==> config.mk <==
export PLATFORM = sky130hd
export DESIGN_NAME = instruction_prefetch_unit_flat
export DESIGN_NICKNAME = d
export VERILOG_FILES = /design/src/rtl/potatov_fetch_pkg.sv /design/src/rtl/instruction_prefetch_unit_if.sv /design/src/rtl/fetch_buffer.sv /design/src/rtl/instruction_prefetch_unit.sv /design/src/flat_wrapper.sv
export SDC_FILE = /design/constraint.sdc
export NUM_CORES = 1
export LEC_CHECK = 0
export CAP_MARGIN = 20
export CORE_ASPECT_RATIO = 1.5
export CORE_MARGIN = 3
export CORE_UTILIZATION = 47
export DETAILED_ROUTE_END_ITERATION = 8
export GPL_ROUTABILITY_DRIVEN = 0
export PLACE_DENSITY = 0.73
export SETUP_SLACK_MARGIN = 0.02
export SYNTH_ARGS = -nofsm -noshare
export SYNTH_HDL_FRONTEND = slang
export SYNTH_SLANG_ARGS = --single-unit
==> constraint.sdc <==
create_clock -name clock -period 3 [get_ports clock]
set_input_delay 0.45 -clock clock [delete_from_list [all_inputs] [get_ports clock]]
set_output_delay 0.45 -clock clock [all_outputs]
set_load 0.01 [all_outputs]
==> src/rtl/potatov_fetch_pkg.sv <==
// Shared definitions for the instruction fetch front end: memory command
// encodings, fetch FSM states and the default-width buffer entry.
package potatov_fetch_pkg;

   localparam int INSTR_W = 32;
   localparam int CMD_W   = 4;

   typedef enum logic [CMD_W-1:0] {
      CMD_NOP = 4'h0,
      CMD_RWA = 4'h1,
      CMD_RWB = 4'h2
   } mem_cmd_t;

   typedef enum logic [1:0] {
      ST_INIT  = 2'd0,
      ST_ISSUE = 2'd1,
      ST_WAIT  = 2'd2,
      ST_DRAIN = 2'd3
   } fetch_state_t;

   // Entry layout for a 32-bit PC; the top level builds the same layout at XLEN.
   typedef struct packed {
      logic [31:0]        pc;
      logic [INSTR_W-1:0] instr;
   } fetch_entry_t;

   // Read channel selected by the alternation bit.
   function automatic mem_cmd_t side_cmd(input logic side);
      return side ? CMD_RWB : CMD_RWA;
   endfunction

endpackage

==> src/rtl/instruction_prefetch_unit_if.sv <==
// Memory read handshake, redirect request and decode hand-off of the
// prefetch unit, bundled as one interface.
interface instruction_prefetch_unit_if #(
   parameter int XLEN = 32
);
   logic [3:0]      mem_cmd;
   logic [XLEN-1:0] mem_addr;
   logic            mem_ready;
   logic [31:0]     mem_data;
   logic            redirect_valid;
   logic [XLEN-1:0] redirect_pc;
   logic            out_valid;
   logic [XLEN-1:0] out_pc;
   logic [31:0]     out_instr;
   logic            out_ready;

   modport master (
      output mem_cmd, mem_addr, out_valid, out_pc, out_instr,
      input  mem_ready, mem_data, redirect_valid, redirect_pc, out_ready
   );

   modport slave (
      input  mem_cmd, mem_addr, out_valid, out_pc, out_instr,
      output mem_ready, mem_data, redirect_valid, redirect_pc, out_ready
   );
endinterface

==> src/rtl/fetch_buffer.sv <==
// Synchronous FIFO holding fetched {pc, instr} entries. Flush clears it in
// one edge; the head entry is read combinationally from the read pointer.
module fetch_buffer #(
   parameter int DEPTH = 4,
   parameter int WIDTH = 64,
   localparam int CW = $clog2(DEPTH) + 1
) (
   input  logic             clock,
   input  logic             reset,
   input  logic             push,
   input  logic             pop,
   input  logic             flush,
   input  logic [WIDTH-1:0] push_data,
   output logic [WIDTH-1:0] head,
   output logic [CW-1:0]    count
);
   localparam int PW = $clog2(DEPTH);

   logic [WIDTH-1:0] mem [DEPTH];
   logic [PW-1:0]    wr_ptr;
   logic [PW-1:0]    rd_ptr;
   logic             do_pop;
   logic             do_push;

   assign do_pop  = pop && (count != '0);
   assign do_push = push && ((count != CW'(DEPTH)) || do_pop);
   assign head    = mem[rd_ptr];

   // Pointer and occupancy update; pointers wrap naturally at DEPTH.
   always_ff @(posedge clock) begin
      if (reset || flush) begin
         wr_ptr <= '0;
         rd_ptr <= '0;
         count  <= '0;
      end else begin
         if (do_push) wr_ptr <= wr_ptr + PW'(1);
         if (do_pop)  rd_ptr <= rd_ptr + PW'(1);
         case ({do_push, do_pop})
            2'b10:   count <= count + CW'(1);
            2'b01:   count <= count - CW'(1);
            default: count <= count;
         endcase
      end
   end

   // Entry storage; contents are don't-care until written.
   always_ff @(posedge clock) begin
      if (do_push) mem[wr_ptr] <= push_data;
   end

endmodule

==> src/rtl/instruction_prefetch_unit.sv <==
// Instruction prefetch front end: issues sequential word reads, one at a
// time, alternating read channels, and queues {pc, instr} for decode.
//
// state  | meaning
// INIT   | just out of reset, memory not yet addressed
// ISSUE  | idle, issue a read as soon as the buffer has room
// WAIT   | one read outstanding, push its response when it arrives
// DRAIN  | one read outstanding after a redirect, discard its response
module instruction_prefetch_unit
   import potatov_fetch_pkg::*;
#(
   parameter int              XLEN     = 32,
   parameter int              DEPTH    = 4,
   parameter int              CHANNELS = 2,
   parameter logic [XLEN-1:0] RESET_PC = XLEN'('h800)
) (
   input logic                          clock,
   input logic                          reset,
   instruction_prefetch_unit_if.master  bus
);
   localparam int CW = $clog2(DEPTH) + 1;
   localparam int EW = XLEN + INSTR_W;

   typedef struct packed {
      logic [XLEN-1:0]    pc;
      logic [INSTR_W-1:0] instr;
   } buf_entry_t;

   fetch_state_t    state;
   mem_cmd_t        mem_cmd;
   logic [XLEN-1:0] mem_addr;
   logic [XLEN-1:0] fetch_pc;
   logic            side;

   logic [CW-1:0]   count;
   buf_entry_t      head;
   buf_entry_t      push_entry;
   logic            out_valid;
   logic            push;
   logic            pop;
   logic            flush;
   logic            space_issue;
   logic            space_after_push;
   logic            next_side;
   logic [XLEN-1:0] next_pc;
   logic [XLEN-1:0] redirect_aligned;
   logic            unused_redirect_bits;

   assign out_valid        = (count != '0);
   assign pop              = out_valid && bus.out_ready && !bus.redirect_valid;
   assign push             = (state == ST_WAIT) && bus.mem_ready && !bus.redirect_valid;
   assign flush            = bus.redirect_valid;
   assign next_pc          = fetch_pc + XLEN'(4);
   assign redirect_aligned = {bus.redirect_pc[XLEN-1:2], 2'b00};
   assign unused_redirect_bits = ^bus.redirect_pc[1:0];
   assign next_side        = (CHANNELS == 2) ? ~side : 1'b0;

   // A pop in the same edge frees a slot, so a full buffer can still issue.
   assign space_issue      = (count < CW'(DEPTH)) || pop;
   assign space_after_push = (count < CW'(DEPTH - 1)) || pop;

   assign push_entry.pc    = mem_addr;
   assign push_entry.instr = bus.mem_data;

   fetch_buffer #(
      .DEPTH (DEPTH),
      .WIDTH (EW)
   ) u_fetch_buffer (
      .clock     (clock),
      .reset     (reset),
      .push      (push),
      .pop       (pop),
      .flush     (flush),
      .push_data (push_entry),
      .head      (head),
      .count     (count)
   );

   assign bus.mem_cmd   = mem_cmd;
   assign bus.mem_addr  = mem_addr;
   assign bus.out_valid = out_valid;
   assign bus.out_pc    = head.pc;
   assign bus.out_instr = head.instr;

   // Fetch FSM, PC and command registers; redirect overrides normal flow.
   always_ff @(posedge clock) begin
      if (reset) begin
         state    <= ST_INIT;
         mem_cmd  <= CMD_NOP;
         mem_addr <= '0;
         fetch_pc <= RESET_PC;
         side     <= 1'b0;
      end else if (bus.redirect_valid) begin
         mem_cmd  <= CMD_NOP;
         fetch_pc <= redirect_aligned;
         case (state)
            ST_WAIT:  state <= bus.mem_ready ? ST_ISSUE : ST_DRAIN;
            // The response being drained may land on this very edge; then
            // nothing is outstanding any more and waiting would never end.
            ST_DRAIN: state <= bus.mem_ready ? ST_ISSUE : ST_DRAIN;
            default:  state <= ST_ISSUE;
         endcase
      end else begin
         mem_cmd <= CMD_NOP;
         case (state)
            ST_INIT: state <= ST_ISSUE;
            ST_ISSUE: begin
               if (space_issue) begin
                  mem_cmd  <= side_cmd(side);
                  mem_addr <= fetch_pc;
                  side     <= next_side;
                  state    <= ST_WAIT;
               end
            end
            ST_WAIT: begin
               if (bus.mem_ready) begin
                  fetch_pc <= next_pc;
                  if (space_after_push) begin
                     mem_cmd  <= side_cmd(side);
                     mem_addr <= next_pc;
                     side     <= next_side;
                  end else begin
                     state <= ST_ISSUE;
                  end
               end
            end
            ST_DRAIN: begin
               if (bus.mem_ready) state <= ST_ISSUE;
            end
            default: state <= ST_INIT;
         endcase
      end
   end

endmodule

==> src/flat_wrapper.sv <==
// flat-port wrapper written by rule: the top's interface ports become plain ports
module instruction_prefetch_unit_flat import potatov_fetch_pkg::*;
#(
   parameter int              XLEN     = 32,
   parameter int              DEPTH    = 4,
   parameter int              CHANNELS = 2,
   parameter logic [XLEN-1:0] RESET_PC = XLEN'('h800)
)
  (clock, reset, bus_mem_cmd, bus_mem_addr, bus_out_valid, bus_out_pc, bus_out_instr, bus_mem_ready, bus_mem_data, bus_redirect_valid, bus_redirect_pc, bus_out_ready);
  instruction_prefetch_unit_if #(.XLEN(XLEN)) bus_i ();
  input logic clock;
  input logic reset;
  output wire logic [$bits(bus_i.mem_cmd)-1:0] bus_mem_cmd;
  output wire logic [$bits(bus_i.mem_addr)-1:0] bus_mem_addr;
  output wire logic [$bits(bus_i.out_valid)-1:0] bus_out_valid;
  output wire logic [$bits(bus_i.out_pc)-1:0] bus_out_pc;
  output wire logic [$bits(bus_i.out_instr)-1:0] bus_out_instr;
  input wire logic [$bits(bus_i.mem_ready)-1:0] bus_mem_ready;
  input wire logic [$bits(bus_i.mem_data)-1:0] bus_mem_data;
  input wire logic [$bits(bus_i.redirect_valid)-1:0] bus_redirect_valid;
  input wire logic [$bits(bus_i.redirect_pc)-1:0] bus_redirect_pc;
  input wire logic [$bits(bus_i.out_ready)-1:0] bus_out_ready;
  assign bus_mem_cmd = bus_i.mem_cmd;
  assign bus_mem_addr = bus_i.mem_addr;
  assign bus_out_valid = bus_i.out_valid;
  assign bus_out_pc = bus_i.out_pc;
  assign bus_out_instr = bus_i.out_instr;
  assign bus_i.mem_ready = bus_mem_ready;
  assign bus_i.mem_data = bus_mem_data;
  assign bus_i.redirect_valid = bus_redirect_valid;
  assign bus_i.redirect_pc = bus_redirect_pc;
  assign bus_i.out_ready = bus_out_ready;
  instruction_prefetch_unit #(.XLEN(XLEN), .DEPTH(DEPTH), .CHANNELS(CHANNELS), .RESET_PC(RESET_PC)) u_core (.clock(clock), .reset(reset), .bus(bus_i));
endmodule
==> results.sh <==
export IMPL_root_buffer="clkbuf_16"
export IMPL_worst_pin_slew_ps=722
export IMPL_port_buffers=161
export IMPL_postRouteAntennaNets=0
export IMPL_die_x_um=141
export IMPL_critPathMaxStageDelay_ps=580
export IMPL_netlist_area_leader_share_pct=58.0
export IMPL_yosysMostFrequentCell="edfxtp_1"
export IMPL_grt_max_degree=65
export IMPL_grt_usage_pct=17.5
export IMPL_tritoncts="done"
export IMPL_synthDistinctLibCells=49
export IMPL_yosysTopAreaCell="edfxtp_1"
export IMPL_path_max_fanout=15
export IMPL_period_needed_ps=2840
export IMPL_place_ws_ps=497
export IMPL_rsz0062_at_grt="false"
export IMPL_start_kind="flip-flop"
export IMPL_worstHoldPathType="input port to flip-flop"
export IMPL_routed_via_density=5.43
export IMPL_dp_hpwl_um=17000
export IMPL_post_cts_resize_count=0
export IMPL_wl_per_cell_um=19.4
export IMPL_fin_area_um2=16000
export IMPL_p_leak_nw=5.13
export IMPL_numCtsBuffers=29
export IMPL_synthTopCellsByArea="edfxtp_1, dfxtp_1, mux4_2"
export IMPL_utilization_pct=60.0
export IMPL_cp_top_family="buffers and inverters"
export IMPL_drt_wl_total_um=25800
export IMPL_fmax_mhz=352
export IMPL_synthArstFlopShare_pct=0
export IMPL_cp_num_buf_inv=2
export IMPL_cts_setup_buffers=0
export IMPL_antenna_found_initial=0
export IMPL_clkLatencyLatePin_ps=550
export IMPL_crit_arrival_ps=2390
export IMPL_clock_path_buffers=3
export IMPL_setup_violations=0
export IMPL_use_met1_pct=21.4
export IMPL_synthFlopType="edfxtp_1"
export IMPL_syn_area_per_cell_um2=16.2
export IMPL_place_area_um2=15100
export IMPL_globalRouteMet2Util_pct=31.9
export IMPL_status="finished, final reports clean"
export IMPL_cp_end_kind="output port"
export IMPL_ys_ff_latch=322
export IMPL_power_density_nw_per_um2=567
export IMPL_hold_buffers=0
export IMPL_hold_violations=0
export IMPL_irDropWorstVdd_mv=0.536
export IMPL_first_iter_violations=399
export IMPL_drc=0
export IMPL_slew_headroom_pct=51.5
export IMPL_layout_cells_non_filler=1330
export IMPL_required_ps=2550
export IMPL_power_mw=9.07
export IMPL_drt_pass1_iterations=5
export IMPL_syn_cell_area_um2=12800
export IMPL_final_layout_size_suffix_gt1_share_pct=16.2
export IMPL_coreArea_um2=26700
export IMPL_num_vias=7227
export IMPL_timing_final_crit_share_pct=94.7
export IMPL_fin_nets=1049
export IMPL_place_inst=1277
export IMPL_die_area_um2=29400
export IMPL_pin_count=170
export IMPL_htree_levels=1
export IMPL_cts_sinks=322
export IMPL_syn_inst=793
export IMPL_grt_busiest_layer="met2"
export IMPL_holdWs_ps=327
export IMPL_synthTopCellsByCount="edfxtp_1, dfxtp_1, nor2_1, mux4_2, a211oi_1"
export IMPL_setup_ws_ps=158
export IMPL_die_y_um=208
export IMPL_fp_row_count=73
export IMPL_grt_pass1_vias=7352
export IMPL_crit_chain="buf_4 -> mux4_2 -> clkdlybuf4s50_1"
export IMPL_skew_ps=12.2
export IMPL_slowest_stage="mux4_2"
export IMPL_grt_pass1_wl_um=40600
export IMPL_grt_overflow_total=0
export IMPL_seq_area_frac_synth_pct=69.6
export IMPL_timing_max_transition_violations_final=0
export IMPL_maxCapViolations=0
export IMPL_start_util_pct=48.1
export IMPL_diodes=0
export IMPL_criticalPathCategory="flip-flop to output port"
export IMPL_ys_warn_count=0
export IMPL_fin_tns_setup_ps=0
export IMPL_area_delta_synth_final_pct=24.6
export IMPL_synth_edf_count=248
export IMPL_path_clk_slew_ps=70
export IMPL_use_met3_pct=2.14
## per-layer routing
layer	vias up	wire length (um)
met3	41	1060
met1	3583	10100
met2	177	14100
met4	0	590
met5	-	0
li1	3426	-
## path summary, 6_finish.rpt
path,slack [ps],endpoint,from,cells after the start
max,160,bus_out_pc[30],flip-flop,3
min,330,u_core.u_fetch_buffer.rd_ptr[0],reset,3
max reg2reg,660,u_core.bus.mem_addr[27],u_core.fetch_pc[6],5
min reg2reg,470,u_core.bus.mem_cmd[1],u_core.side,2
## worst reg2reg max path, cell delays in order (launching register included)
cell and delay (ps):
dfxtp_1 480, nand4_2 350, nor4_2 730, nand4_1 250
xor2_1 200, a211oi_1 250
## state kept, by name, indices dropped and copies added, names as in the netlist, named ones only
register	cells
u_core.bus.mem_cmd	2
u_core.u_fetch_buffer.count	3
u_core.u_fetch_buffer.rd_ptr	2
u_core.u_fetch_buffer.mem	248
u_core.state	2
u_core.u_fetch_buffer.wr_ptr	2
u_core.side	1
u_core.fetch_pc	30
u_core.bus.mem_addr	30
## cells by family after synthesis
group,after synthesis,synth area share (%)
flip-flops,322,69.6
AND/OR/NAND/NOR,187,7.30
AO/OA/AOI/OAI,85,4.68
multiplexers,68,11.4
buffers and inverters,61,2.06
XOR/XNOR,60,4.09
adder cells (fa/ha/maj),9,0.936
other,1,0.0292
## final cells by class
cell class                      count  area (um2)
Tap cell                          337         422
Fill cell                        2050       10700
Clock inverter                     23         203
Sequential cell                   322        8940
Inverter                           11        41.3
Timing Repair Buffer              192        1990
Clock buffer                       30         729
Multi-Input combinational cell    415        3680
## report_power, final
group	switching (mW)	internal (mW)	leakage, nW	total, mW
clock network	1.62	1.97	0.434	3.59
logic	0.232	0.264	1.75	0.496
registers	0.103	4.88	2.94	4.99
total	1.96	7.11	5.13	9.07
## cell usage in the layout (no fill, tap or decap), drive strengths merged, types with 2 or more instances in the layout
| cell | instances |
|---|---|
| clkinvlp | 8 |
| clkinv | 10 |
| ha | 8 |
| and3 | 4 |
| o21ai | 6 |
| clkdlybuf4s50 | 160 |
| or2 | 4 |
| dfxtp | 74 |
| nor3 | 11 |
| buf | 32 |
| a211oi | 43 |
| edfxtp | 248 |
| xnor2 | 28 |
| a311oi | 4 |
| nand2 | 25 |
| conb | 6 |
| mux4 | 62 |
| nand3 | 20 |
| a31oi | 2 |
| nand2b | 2 |
| inv | 14 |
| or3 | 4 |
| and2 | 9 |
| and4 | 2 |
| a22oi | 6 |
| bufinv | 2 |
| a21oi | 13 |
| or4 | 3 |
| nor2 | 74 |
| nor4 | 7 |
| nor2b | 4 |
| mux2i | 5 |
| nand4 | 17 |
| o22ai | 6 |
| xor2 | 32 |
| clkbuf | 30 |
(Power assumes the default switching activity.)
